File: config.mk
export PLATFORM = sky130hd
export DESIGN_NAME = multicycle_controller
export DESIGN_NICKNAME = d
export VERILOG_FILES = /design/src/rtl/mc_pkg.sv /design/src/rtl/mc_mem_wait_timer.sv /design/src/rtl/multicycle_controller.sv
export SDC_FILE = /design/constraint.sdc
export NUM_CORES = 1
export LEC_CHECK = 0
export CAP_MARGIN = 5
export CORE_MARGIN = 3
export CORE_UTILIZATION = 44
export DETAILED_ROUTE_END_ITERATION = 7
export HOLD_SLACK_MARGIN = 0.05
export PLACE_DENSITY = 0.79
export SYNTH_ARGS = -nofsm -noshare
export SYNTH_HDL_FRONTEND = slang
export SYNTH_HIERARCHICAL = 1
export SYNTH_SLANG_ARGS = --single-unit
export TNS_END_PERCENT = 5
File: constraint.sdc
create_clock -name clk -period 2.4 [get_ports clk]
set_input_delay 0.48 -clock clk [delete_from_list [all_inputs] [get_ports clk]]
set_output_delay 0.48 -clock clk [all_outputs]
set_load 0.005 [all_outputs]
File: src/rtl/mc_pkg.sv
// Shared definitions for the multi-cycle MIPS controller.
// Holds the FSM state encoding, the opcode constants, the ALU operation and
// ALU B-operand select encodings, and the PC source encodings.
package mc_pkg;

  typedef enum logic [3:0] {
    FETCH,
    DECODE,
    EX_R,
    EX_ADR,
    EX_BEQ,
    EX_IMM,
    MEM_RD,
    MEM_WR,
    WB_R,
    WB_MEM,
    WB_IMM,
    HALT
  } state_t;

  localparam logic [5:0] OP_R    = 6'b000000;
  localparam logic [5:0] OP_LW   = 6'b000100;
  localparam logic [5:0] OP_SW   = 6'b000101;
  localparam logic [5:0] OP_BEQ  = 6'b000110;
  localparam logic [5:0] OP_ADDI = 6'b000111;
  localparam logic [5:0] OP_SLTI = 6'b001010;

  localparam logic [2:0] ALU_RTYPE = 3'b000;
  localparam logic [2:0] ALU_SUB   = 3'b001;
  localparam logic [2:0] ALU_SLT   = 3'b010;
  localparam logic [2:0] ALU_ADD   = 3'b011;

  localparam logic [1:0] SRC_B_REG    = 2'b00;
  localparam logic [1:0] SRC_B_FOUR   = 2'b01;
  localparam logic [1:0] SRC_B_IMM    = 2'b10;
  localparam logic [1:0] SRC_B_BRANCH = 2'b11;

  localparam logic [1:0] PC_SRC_ALU    = 2'b00;
  localparam logic [1:0] PC_SRC_ALUOUT = 2'b01;

endpackage

File: src/rtl/mc_mem_wait_timer.sv
// Bounded-wait timer for memory handshakes.
// Counts consecutive cycles a memory state spends without mem_ready and
// flags a timeout once the count has reached WAIT_LIMIT and ready is still low.
// Ports:
//   clk, rst  - clock and asynchronous active-high reset
//   active    - controller is in a state that is waiting on memory
//   ready     - memory completed the current access this cycle
//   timeout   - combinational; high in the cycle the wait bound is exceeded
module mc_mem_wait_timer #(
  parameter int WAIT_LIMIT = 15,
  parameter int CNT_W      = 4
) (
  input  logic clk,
  input  logic rst,
  input  logic active,
  input  logic ready,
  output logic timeout
);

  localparam logic [CNT_W-1:0] LIMIT = CNT_W'(WAIT_LIMIT);

  logic [CNT_W-1:0] count;

  // A ready in the limit cycle wins, so ready masks the timeout.
  assign timeout = active && !ready && (count == LIMIT);

  // Leaving or completing a memory access clears the count, so every memory
  // state starts its wait from zero.
  always_ff @(posedge clk or posedge rst) begin
    if (rst) begin
      count <= '0;
    end else if (!active || ready) begin
      count <= '0;
    end else if (count != LIMIT) begin
      count <= count + 1'b1;
    end
  end

endmodule

File: src/rtl/multicycle_controller.sv
// Control FSM for the shared-memory multi-cycle MIPS datapath.
// Steps each instruction through fetch, decode, execute, memory and
// write-back, waits on the memory handshake with a bounded timeout, and
// drives the per-cycle datapath strobes.
// Ports:
//   clk, rst        - clock and asynchronous active-high reset
//   opcode          - IR[31:26], valid from DECODE onward
//   zero, mem_ready - ALU zero flag, memory access complete
//   pc_write, pc_write_cond, ir_write, i_or_d, mem_read, mem_write,
//   mem_to_reg, reg_dst, reg_write, alu_src_a, alu_src_b, alu_op,
//   pc_source       - datapath control strobes and selects
//   illegal_op      - pulse on an unrecognised opcode
//   bus_error       - sticky memory timeout flag
//   instr_done      - pulse on the last cycle of a completed instruction
module multicycle_controller
  import mc_pkg::*;
#(
  parameter int WAIT_LIMIT = 15,
  parameter int CNT_W      = 4
) (
  input  logic       clk,
  input  logic       rst,
  input  logic [5:0] opcode,
  input  logic       zero,
  input  logic       mem_ready,
  output logic       pc_write,
  output logic       pc_write_cond,
  output logic       ir_write,
  output logic       i_or_d,
  output logic       mem_read,
  output logic       mem_write,
  output logic       mem_to_reg,
  output logic       reg_dst,
  output logic       reg_write,
  output logic       alu_src_a,
  output logic [1:0] alu_src_b,
  output logic [2:0] alu_op,
  output logic [1:0] pc_source,
  output logic       illegal_op,
  output logic       bus_error,
  output logic       instr_done
);

  state_t state;
  state_t next_state;
  logic   mem_active;
  logic   timeout;

  // The branch decision is made by the datapath through pc_write_cond, so
  // the controller itself never looks at the zero flag.
  logic unused_zero;
  assign unused_zero = zero;

  assign mem_active = (state == FETCH) || (state == MEM_RD) || (state == MEM_WR);

  mc_mem_wait_timer #(
    .WAIT_LIMIT(WAIT_LIMIT),
    .CNT_W     (CNT_W)
  ) u_wait_timer (
    .clk    (clk),
    .rst    (rst),
    .active (mem_active),
    .ready  (mem_ready),
    .timeout(timeout)
  );

  always_ff @(posedge clk or posedge rst) begin
    if (rst) begin
      state <= FETCH;
    end else begin
      state <= next_state;
    end
  end

  always_ff @(posedge clk or posedge rst) begin
    if (rst) begin
      bus_error <= 1'b0;
    end else if (timeout) begin
      bus_error <= 1'b1;
    end
  end

  // Next-state and strobe decode. Fetch strobes for IR/PC follow mem_ready
  // directly so the PC increment lands in the same cycle the word arrives.
  always_comb begin
    next_state    = state;
    pc_write      = 1'b0;
    pc_write_cond = 1'b0;
    ir_write      = 1'b0;
    i_or_d        = 1'b0;
    mem_read      = 1'b0;
    mem_write     = 1'b0;
    mem_to_reg    = 1'b0;
    reg_dst       = 1'b0;
    reg_write     = 1'b0;
    alu_src_a     = 1'b0;
    alu_src_b     = SRC_B_REG;
    alu_op        = ALU_RTYPE;
    pc_source     = PC_SRC_ALU;
    illegal_op    = 1'b0;
    instr_done    = 1'b0;

    case (state)
      FETCH: begin
        mem_read  = 1'b1;
        alu_src_b = SRC_B_FOUR;
        alu_op    = ALU_ADD;
        ir_write  = mem_ready;
        pc_write  = mem_ready;
        if (mem_ready) begin
          next_state = DECODE;
        end else if (timeout) begin
          next_state = HALT;
        end
      end
      DECODE: begin
        alu_src_b = SRC_B_BRANCH;
        alu_op    = ALU_ADD;
        case (opcode)
          OP_R:             next_state = EX_R;
          OP_LW, OP_SW:     next_state = EX_ADR;
          OP_BEQ:           next_state = EX_BEQ;
          OP_ADDI, OP_SLTI: next_state = EX_IMM;
          default: begin
            illegal_op = 1'b1;
            next_state = FETCH;
          end
        endcase
      end
      EX_R: begin
        alu_src_a  = 1'b1;
        next_state = WB_R;
      end
      EX_ADR: begin
        alu_src_a  = 1'b1;
        alu_src_b  = SRC_B_IMM;
        alu_op     = ALU_ADD;
        next_state = (opcode == OP_SW) ? MEM_WR : MEM_RD;
      end
      EX_BEQ: begin
        alu_src_a     = 1'b1;
        alu_op        = ALU_SUB;
        pc_write_cond = 1'b1;
        pc_source     = PC_SRC_ALUOUT;
        instr_done    = 1'b1;
        next_state    = FETCH;
      end
      EX_IMM: begin
        alu_src_a  = 1'b1;
        alu_src_b  = SRC_B_IMM;
        alu_op     = (opcode == OP_SLTI) ? ALU_SLT : ALU_ADD;
        next_state = WB_IMM;
      end
      MEM_RD: begin
        mem_read = 1'b1;
        i_or_d   = 1'b1;
        if (mem_ready) begin
          next_state = WB_MEM;
        end else if (timeout) begin
          next_state = HALT;
        end
      end
      MEM_WR: begin
        mem_write = 1'b1;
        i_or_d    = 1'b1;
        if (mem_ready) begin
          instr_done = 1'b1;
          next_state = FETCH;
        end else if (timeout) begin
          next_state = HALT;
        end
      end
      WB_R: begin
        reg_write  = 1'b1;
        reg_dst    = 1'b1;
        instr_done = 1'b1;
        next_state = FETCH;
      end
      WB_MEM: begin
        reg_write  = 1'b1;
        mem_to_reg = 1'b1;
        instr_done = 1'b1;
        next_state = FETCH;
      end
      WB_IMM: begin
        reg_write  = 1'b1;
        instr_done = 1'b1;
        next_state = FETCH;
      end
      HALT: begin
        next_state = HALT;
      end
      default: begin
        next_state = FETCH;
      end
    endcase

    // Reset already forces FETCH, but FETCH requests memory; squash every
    // strobe so nothing reaches the datapath while reset is held.
    if (rst) begin
      pc_write      = 1'b0;
      pc_write_cond = 1'b0;
      ir_write      = 1'b0;
      mem_read      = 1'b0;
      mem_write     = 1'b0;
      reg_write     = 1'b0;
      illegal_op    = 1'b0;
      instr_done    = 1'b0;
    end
  end

endmodule
==> results of run 1 <==
-- worst min path at each step --
stage,to,slack [ns],cells after the start
CTS,bus_error,0.47,1
floorplan,u_wait_timer/count[0],0.25,1
global route,bus_error,0.50,1
finish,bus_error,0.47,1
global placement,bus_error,0.45,1
detailed placement,bus_error,0.45,1
-- routing by layer --
metal  part of all wire  wire length, um  up-vias
li1                   -                -      472
met1               0.46             1070      414
met2               0.44             1030       38
met3              0.092              214        4
met4             0.0090               21        0
met5                  0                0        -
-- cell families after synthesis --
kind of cell / count (synthesis) / synth area share
and+or+nand+nor: 57 / 0.408
AOI/OAI and AO/OA: 26 / 0.207
buffers and inverters: 11 / 0.0685
DFF: 9 / 0.274
adders and majority gates: 1 / 0.0152
other: 1 / 0.00456
xor gates and xnor gates: 1 / 0.0107
muxes: 1 / 0.0122
-- repair_timing --
action | CTS | global route
setup endpoints to repair | 3 | 5
buffers inserted | 0 | 2
pin swaps | 1 | 0
gates resized for setup | 9 | 4
-- worst max-delay path, cell delays in order --
cell	delay, ns
clkdlybuf4s50_1	0.50
inv_1	0.15
and4_1	0.22
clkdlybuf4s50_1	0.50
-- flip-flops by register name, indices dropped and copies added (netlist names) --
| register | cells |
|---|---|
| u_wait_timer/count | 4 |
| state | 4 |
| bus_error | 1 |
-- synth_stat cells (2+ instances only) --
cell type / number
nor2_1: 10
nor3_1: 10
dfrtp_1: 9
a21oi_1: 8
nor2b_1: 8
nand2b_1: 7
a31oi_1: 5
o21ai_0: 5
inv_1: 4
nand2_1: 4
and3_1: 3
buf_2: 3
buf_4: 3
and4_1: 2
nand3b_1: 2
or2_2: 2
-- stage by stage --
| stage | area, um^2 | setup TNS (ns) | hold WS, ns |
|---|---|---|---|
| global route | 1230 | -0.0136 | 0.501 |
| detailed placement | 1180 | -0.461 | 0.452 |
| floorplan | 826 | 0 | 0.246 |
| finish | 1230 | 0 | 0.465 |
| CTS | 1200 | 0 | 0.472 |
| global placement | 1180 | -0.351 | 0.453 |
-- cell type report --
class,count,area [um^2],area share
multi-input cells,88,564,0.457
flip-flops and latches,9,228,0.184
well taps,24,30.0,0.0243
repair buffers,42,372,0.301
clock buffers,4,26.3,0.0213
inverters,4,15.0,0.0122
-- layout by cell type, fill, tap and decap left out, drive strengths merged, types with 4 or more instances in the layout --
cell type       n
nand2b          7
nor3           10
buf            17
a21oi           8
and3            4
dfrtp           9
nand2           4
nor2           10
inv             4
a31oi           5
nor2b           8
clkdlybuf4s50  22
o21ai           5
clkbuf          4
-- where the power goes --
part	switching (uW)	internal (uW)
Sequential	46.2	180
Combinational	200	238
Clock	53.1	64.0
==> out/summary.txt, run 1 <==
DP Cell Count -> 165
Clk_lat worst skew -> 0.26 ns
Worst Setup EP -> pc_write
Startpoint types -> input port
H-tree levels -> 1
Worst hold path class -> register to register
Post-synth EDFFs -> 0
Netlist cell types -> 38
Crit share post-route -> 0.970
Leak Pwr -> 0.000533 uW
Clock Path Buffers -> 2
CP Launch Point -> rst
Layout cells sized above 1 -> 0.204
Clock sink count -> 9
Die Area -> 2420 um^2
F_max -> 429 MHz
Congestion Overflow GR -> 0
Worst VDD drop -> 0.459 mV
Vias in the first global route -> 894
Met1 Track Usage GR -> 0.271
Crit path DAT -> 1.85 ns
Top post-synthesis cells by area -> dfrtp_1 (27%), nor2b_1 (6.1%), nor3_1 (6.1%)
WS Path Type -> input port to output port
Status -> finished, final reports clean
Critical Path Fanout Max -> 6
Setup crit end kind -> output port
PD cells -> 633 nW/um^2
Critical Path RT -> 1.92 ns
RSZ-0062 raised after global routing -> true
Core area -> 1630 um^2
Vias per cell -> 5.43
Routed wire per std cell -> 13.6 um
Synth Flop Type -> dfrtp_1
Final #Nets -> 159
Critical R2R Launch -> state[2]
Setup WS post-layout -> 0.0710 ns
Io pins -> 30
Final HPWL DP -> 1850 um
Area share of the largest cell type after synthesis -> 0.274
Clock-pin slew on the worst setup and hold paths -> 0.05 ns
Syn Inst Count -> 107
Busiest layer in global routing -> met2
Final min period -> 2.33 ns
PortBufs -> 26
Initial antenna violation count -> 0
FP Rows -> 14
ANT nets after route -> 0
Grt met2 use -> 0.330
Final GP Congestion -> 0.896
Die W -> 49.2 um
DR vias -> 928
DR iter-0 viols -> 22
Max-cap violations -> 0
Total iterations of the first detailed-routing run -> 4
Clock skew -> 0.0117 ns
All-Layer GR Usage -> 0.213
Worst R2R Path Depth -> 9
Final hold vios -> 0
Slew Limit Fails -> 0
Worst reg2reg endpoint -> state[3]
Antenna cells -> 0
Met3 Use GR -> 0.0765
CTS root buf -> clkbuf_4
CTS tree -> done
Post-CTS Hold Buffers -> 0
Die height -> 49.2 um
Post-synth ARST share -> 1.00
Cts bufs inserted -> 3
Yosys warning total -> 6
Pre-CTS WS -> -0.271 ns
First-pass GRT wire length -> 4040 um
Syn_area_per_cell -> 7.68 um^2
Post-synth top area cell -> dfrtp_1
Mapped Area -> 822 um^2
Largest net degree at the start of global routing -> 16
FF+latch count, synth -> 9
R2R setup slack -> 0.22 ns
Area growth, synth to finish -> 50.2%
Fill cell count -> 135
Tot Pwr -> 782 uW
# setup viols final -> 0
Routed wire length -> 2330 um
Non-Filler Instances -> 171
Fin util -> 0.758
DRC Markers -> 0
Initial core utilization -> 0.505
Hold wc startpoint -> bus_error
Seq/Total Area, Yosys -> 0.274
No activity file was read; power rests on OpenSTA's default activity.
==> inputs of run 2 (changes only) <==
CORE_UTILIZATION = 47   (was 44)
PLACE_DENSITY = 0.84   (was 0.79)
clock period = 3 ns   (was 2.4 ns; I/O delays follow)
==> out/summary.txt, run 2 (same netlist as run 1, synthesis figures left out) <==
Worst VDD drop -> 0.376 mV (-18%)
Final HPWL DP -> 1650 um (-11%)
Startpoint types -> input port
Vias per cell -> 6.03 (+11%)
Leak Pwr -> 0.000506 uW (-5.1%)
Die height -> 47.8 um (-2.9%)
# setup viols final -> 0 (unchanged)
Congestion Overflow GR -> 0 (unchanged)
Critical R2R Launch -> state[1]
Die Area -> 2290 um^2 (-5.6%)
Total iterations of the first detailed-routing run -> 4 (unchanged)
Final GP Congestion -> 0.866 (-3.4%)
Worst reg2reg endpoint -> state[3]
R2R setup slack -> 0.48 ns (+0.26 ns)
Slowest CP cell -> clkdlybuf4s50_1
F_max -> 347 MHz
Status -> finished, final reports clean
DR vias -> 929 (+0.11%)
Routed wire per std cell -> 14.4 um (+5.5%)
Final #Nets -> 150 (-5.7%)
H-tree levels -> 1 (unchanged)
Setup TNS -> 0 ns (unchanged)
PortBufs -> 26 (unchanged)
RSZ-0062 raised after global routing -> false
Final min period -> 2.89 ns
Tot Pwr -> 571 uW (-27%)
Largest registers -> state x4, u_wait_timer/count x4, bus_error x1
Worst R2R Path Depth -> 8 (-1)
WHS Endpoint -> bus_error
Setup WS post-layout -> 0.115 ns (+0.0436 ns)
Routed wire length -> 2220 um (-5.0%)
DRC Markers -> 0 (unchanged)
Layout cells sized above 1 -> 0.109 (-0.0954)
Setup crit end kind -> output port
Clock sink count -> 9 (unchanged)
FP Rows -> 14 (unchanged)
Max-cap violations -> 0 (unchanged)
Hold path depth -> 1 (unchanged)
Cell Chain, Critical Path -> clkdlybuf4s50_1, and4bb_1, nor2_1, a211o_1, and4_1, clkdlybuf4s50_1
Crit share post-route -> 0.962
Cts bufs inserted -> 3 (unchanged)
Max stage delay on crit path -> 0.50 ns (about the same)
Hold wc startpoint -> bus_error
WS Path Type -> input port to output port
Core area -> 1580 um^2 (-3.2%)
Area growth, synth to finish -> 39.9%
Initial antenna violation count -> 0 (unchanged)
DR iter-0 viols -> 41 (+86%)
Io pins -> 30 (unchanged)
CTS root buf -> clkbuf_4
Crit path DAT -> 2.29 ns (+0.44 ns)
Clk_lat worst skew -> 0.26 ns (about the same)
Critical Path Fanout Max -> 3 (-3)
Most common cell after layout, fill and taps aside -> clkdlybuf4s50_1
Initial core utilization -> 0.521 (+0.0168)
Largest net degree at the start of global routing -> 17 (+1)
Die W -> 47.8 um (-2.9%)
Clock skew -> 0.00168 ns (-0.00997 ns)
Clock-pin slew on the worst setup and hold paths -> 0.06 ns (about the same)
Slew Limit Fails -> 0 (unchanged)
Clock Path Buffers -> 2 (unchanged)
All-Layer GR Usage -> 0.214 (+0.000852)
Cell mode on critical path -> clkdlybuf4s50_1
Vias in the first global route -> 750 (-16%)
ANT nets after route -> 0 (unchanged)
First-pass GRT wire length -> 3450 um (-15%)
Pre-CTS WS -> 0.0542 ns (+0.326 ns)
Final hold vios -> 0 (unchanged)
PD cells -> 497 nW/um^2 (-22%)
Critical Path RT -> 2.40 ns (+0.48 ns)
CTS tree -> done
Antenna cells -> 0 (unchanged)
Commonest non-fill, non-tap cells in the layout -> clkdlybuf4s50_1 (24), nor3_1 (10), nor2_1 (10), dfrtp_1 (9)
Worst hold path class -> register to register
-- run 2: changes by cell type in the layout (fill, tap and decap cells not counted), sizes merged --
cell / before / now
buf: 17 / 7
clkbuf: 4 / 3
clkdlybuf4s50: 22 / 24
clkinv: 0 / 1
dlygate4sd2: 3 / 0
dlymetal6s2s: 0 / 2
-- run 2: through the flow --
step | util | instances | cell area [um^2] | hold WS, ns
2_1_floorplan | - | 108 | 826 | 0.366
3_3_place_gp | 0.704 | 149 | 1110 | 0.452
3_5_place_dp | 0.704 | 149 | 1110 | 0.452
4_1_cts | 0.721 | 153 | 1140 | 0.472
5_1_grt | 0.729 | 154 | 1150 | 0.494
6_report | 0.729 | 154 | 1150 | 0.463
-- run 2: metal layers --
metal	global-route usage	vias to the layer above	wire length, um	part of all wire
met4	0.0215	0	0	0
met3	0.0714	0	231	0.10
met2	0.327	56	1010	0.45
li1	-	448	-	-
met1	0.304	425	978	0.44
met5	0	-	0	0
-- run 2: worst max path at each step --
| stage | depth (start not counted) | endpoint | slack [ns] | start |
|---|---|---|---|---|
| finish | 6 | illegal_op | 0.11 | opcode[3] |
| global placement | 6 | illegal_op | 0.07 | opcode[1] |
| CTS | 6 | illegal_op | 0.05 | opcode[0] |
| floorplan | 8 | state[3] | 1.0 | state[2] |
| global route | 6 | illegal_op | 0.04 | opcode[3] |
| detailed placement | 6 | illegal_op | 0.05 | opcode[0] |
-- run 2: layout make-up --
class                   count  area [um^2]
multi-input cells          88          544
fillers                   116          427
repair buffers             33          318
flip-flops and latches      9          225
clock buffers               3         22.5
well taps                  16         20.0
inverters                   4         15.0
clock inverters             1         5.00
-- run 2: where the power goes --
| part | total (uW) | switching [uW] | internal, uW |
|---|---|---|---|
| logic | 284 | 128 | 156 |
| registers | 197 | 55.3 | 142 |
| clock network | 89.6 | 40.6 | 49.0 |
-- run 2: worst max-delay path: cells and delay by family --
kind,cells,cell delay [ns]
AOI/OAI and AO/OA,1,0.28
buffers and inverters,2,0.94
and+or+nand+nor,3,0.46
-- run 2: repair_timing --
item	4_1_cts	5_1_grt
hold buffers	0	0
resized for setup	0	2
buffers inserted	0	1
endpoints found under the hold margin	0	0
endpoints found under the setup margin	0	1
==> inputs of run 3 (changes only) <==
GPL_TIMING_DRIVEN = 0   (was unset)
==> out/summary.txt, run 3 (same netlist as run 1, synthesis figures left out) <==
Tot Pwr -> 588 uW (+3.0%)
Commonest non-fill, non-tap cells in the layout -> clkdlybuf4s50_1 (22), nor3_1 (10), nor2_1 (10), dfrtp_1 (9)
# setup viols final -> 0 (unchanged)
Worst path buffer plus inverter count -> 4 (+2)
Initial antenna violation count -> 0 (unchanged)
Non-Filler Instances -> 155 (+0.65%)
DRC Markers -> 0 (unchanged)
Vias in the first global route -> 782 (+4.3%)
Slew Limit Fails -> 0 (unchanged)
Post-CTS Hold Buffers -> 0 (unchanged)
Crit share post-route -> 0.951 (-0.0110)
Clock skew -> 0.00328 ns (+0.00160 ns)
FP Rows -> 14 (unchanged)
Vias per cell -> 6.01 (-0.32%)
First-pass GRT wire length -> 3410 um (-1.2%)
Reg area -> 225 um^2 (unchanged)
Final hold vios -> 0 (unchanged)
CTS root buf -> clkbuf_4
Cts bufs inserted -> 3 (unchanged)
Cell mode on critical path -> clkdlybuf4s50_1
PortBufs -> 26 (unchanged)
PD cells -> 513 nW/um^2 (+3.3%)
Leak Pwr -> 0.000517 uW (+2.3%)
Placed inst area -> 1110 um^2 (-0.34%)
Clk_lat worst skew -> 0.26 ns (about the same)
Slowest CP cell -> clkdlybuf4s50_1
Final GP Congestion -> 0.928 (+7.2%)
Core area -> 1580 um^2 (unchanged)
Clock Path Buffers -> 2 (unchanged)
DR iter-0 viols -> 31 (-24%)
F_max -> 351 MHz (+1.2%)
Hold wc startpoint -> bus_error
Die height -> 47.8 um (unchanged)
Crit path max-delay family -> buffers and inverters
Routed wire length -> 2310 um (+4.5%)
CTS tree -> done
Clock-pin slew on the worst setup and hold paths -> 0.06 ns (about the same)
Max-cap violations -> 0 (unchanged)
Startpoint types -> input port
Layout cells sized above 1 -> 0.101 (-0.00798)
Critical R2R Launch -> state[2]
Area growth, synth to finish -> 39.4%
Area of the multi-input gates -> 544 um^2 (unchanged)
Final #Nets -> 151 (+0.67%)
Die W -> 47.8 um (unchanged)
Cell Chain, Critical Path -> clkdlybuf4s50_1, inv_1, and4_1, buf_4, clkdlybuf4s50_1
Fill cell count -> 119 (+2.6%)
Initial core utilization -> 0.521 (unchanged)
Min Hold Slack -> 0.470 ns (+0.00651 ns)
Critical Path Fanout Max -> 8 (+5)
Post-route cell area -> 1150 um^2 (-0.33%)
Congestion Overflow GR -> 0 (unchanged)
ANT nets after route -> 0 (unchanged)
WS Path Type -> input port to output port
Setup crit end kind -> output port
Worst VDD drop -> 0.373 mV (-0.61%)
Max stage delay on crit path -> 0.51 ns (about the same)
Most common cell after layout, fill and taps aside -> clkdlybuf4s50_1
RSZ-0062 raised after global routing -> false
Final min period -> 2.85 ns (-0.0330 ns)
DP Cell Count -> 150 (+0.67%)
DR vias -> 932 (+0.32%)
Total iterations of the first detailed-routing run -> 4 (unchanged)
Clock sink count -> 9 (unchanged)
Worst hold path class -> register to register
Antenna cells -> 0 (unchanged)
Routed wire per std cell -> 14.9 um (+3.8%)
CP Launch Point -> rst
Final HPWL DP -> 1780 um (+7.8%)
Largest net degree at the start of global routing -> 12 (-5)
Largest registers -> state x4, u_wait_timer/count x4, bus_error x1
Status -> finished, final reports clean
Die Area -> 2290 um^2 (unchanged)
H-tree levels -> 1 (unchanged)
Io pins -> 30 (unchanged)
Crit path DAT -> 2.25 ns (-0.04 ns)
All-Layer GR Usage -> 0.213 (-0.000601)
Critical Path RT -> 2.40 ns (about the same)
[run 3: worst paths after layout]
| kind | endpoint | slack, ns | depth (start not counted) |
|---|---|---|---|
| worst min-delay path | bus_error | 0.47 | 1 |
| min in group asynchronous | u_wait_timer/count[2] | 0.69 | 2 |
| worst max register to register | state[3] | 0.71 | 8 |
| max in group asynchronous | state[2] | 2.04 | 2 |
| worst max-delay path | pc_write | 0.15 | 5 |
| worst min register to register | bus_error | 0.47 | 1 |
[run 3: layout make-up]
class                      count  area share
buffer                         7      0.0360
tap                           16      0.0175
timing repair buffer          27       0.239
multi-input combinational     88       0.475
clock buffer                   4      0.0229
inverter                       4      0.0131
sequential                     9       0.197
[run 3: timing repair]
action	in CTS	in global routing
setup buffers	0	1
gates resized for setup	1	3
gates cloned	0	0
pin swaps	0	1
setup endpoints to repair	1	1
[run 3: through the flow]
| stage | setup WS, ns | TNS [ns] | utilization |
|---|---|---|---|
| after CTS | 0.0368 | 0 | 0.717 |
| after global placement | 0.0229 | 0 | 0.702 |
| after global routing | 0.0144 | 0 | 0.727 |
| after floorplan | 0.998 | 0 | - |
| after detailed placement | -0.00831 | -0.00831 | 0.702 |
| final | 0.148 | 0 | 0.727 |
[run 3: report_power, final]
part	internal (uW)	leakage, uW	switching, uW	total [uW]
registers	143	0.000123	27.6	170
clock network	51.3	0.0000150	42.8	94.0
logic	162	0.000380	162	324
total	356	0.000517	232	588
[run 3: routing by layer]
layer | global-route usage | share of wire
met5 | 0 | 0
met4 | 0.0591 | 0.016
met3 | 0.0714 | 0.087
met2 | 0.332 | 0.46
met1 | 0.281 | 0.43
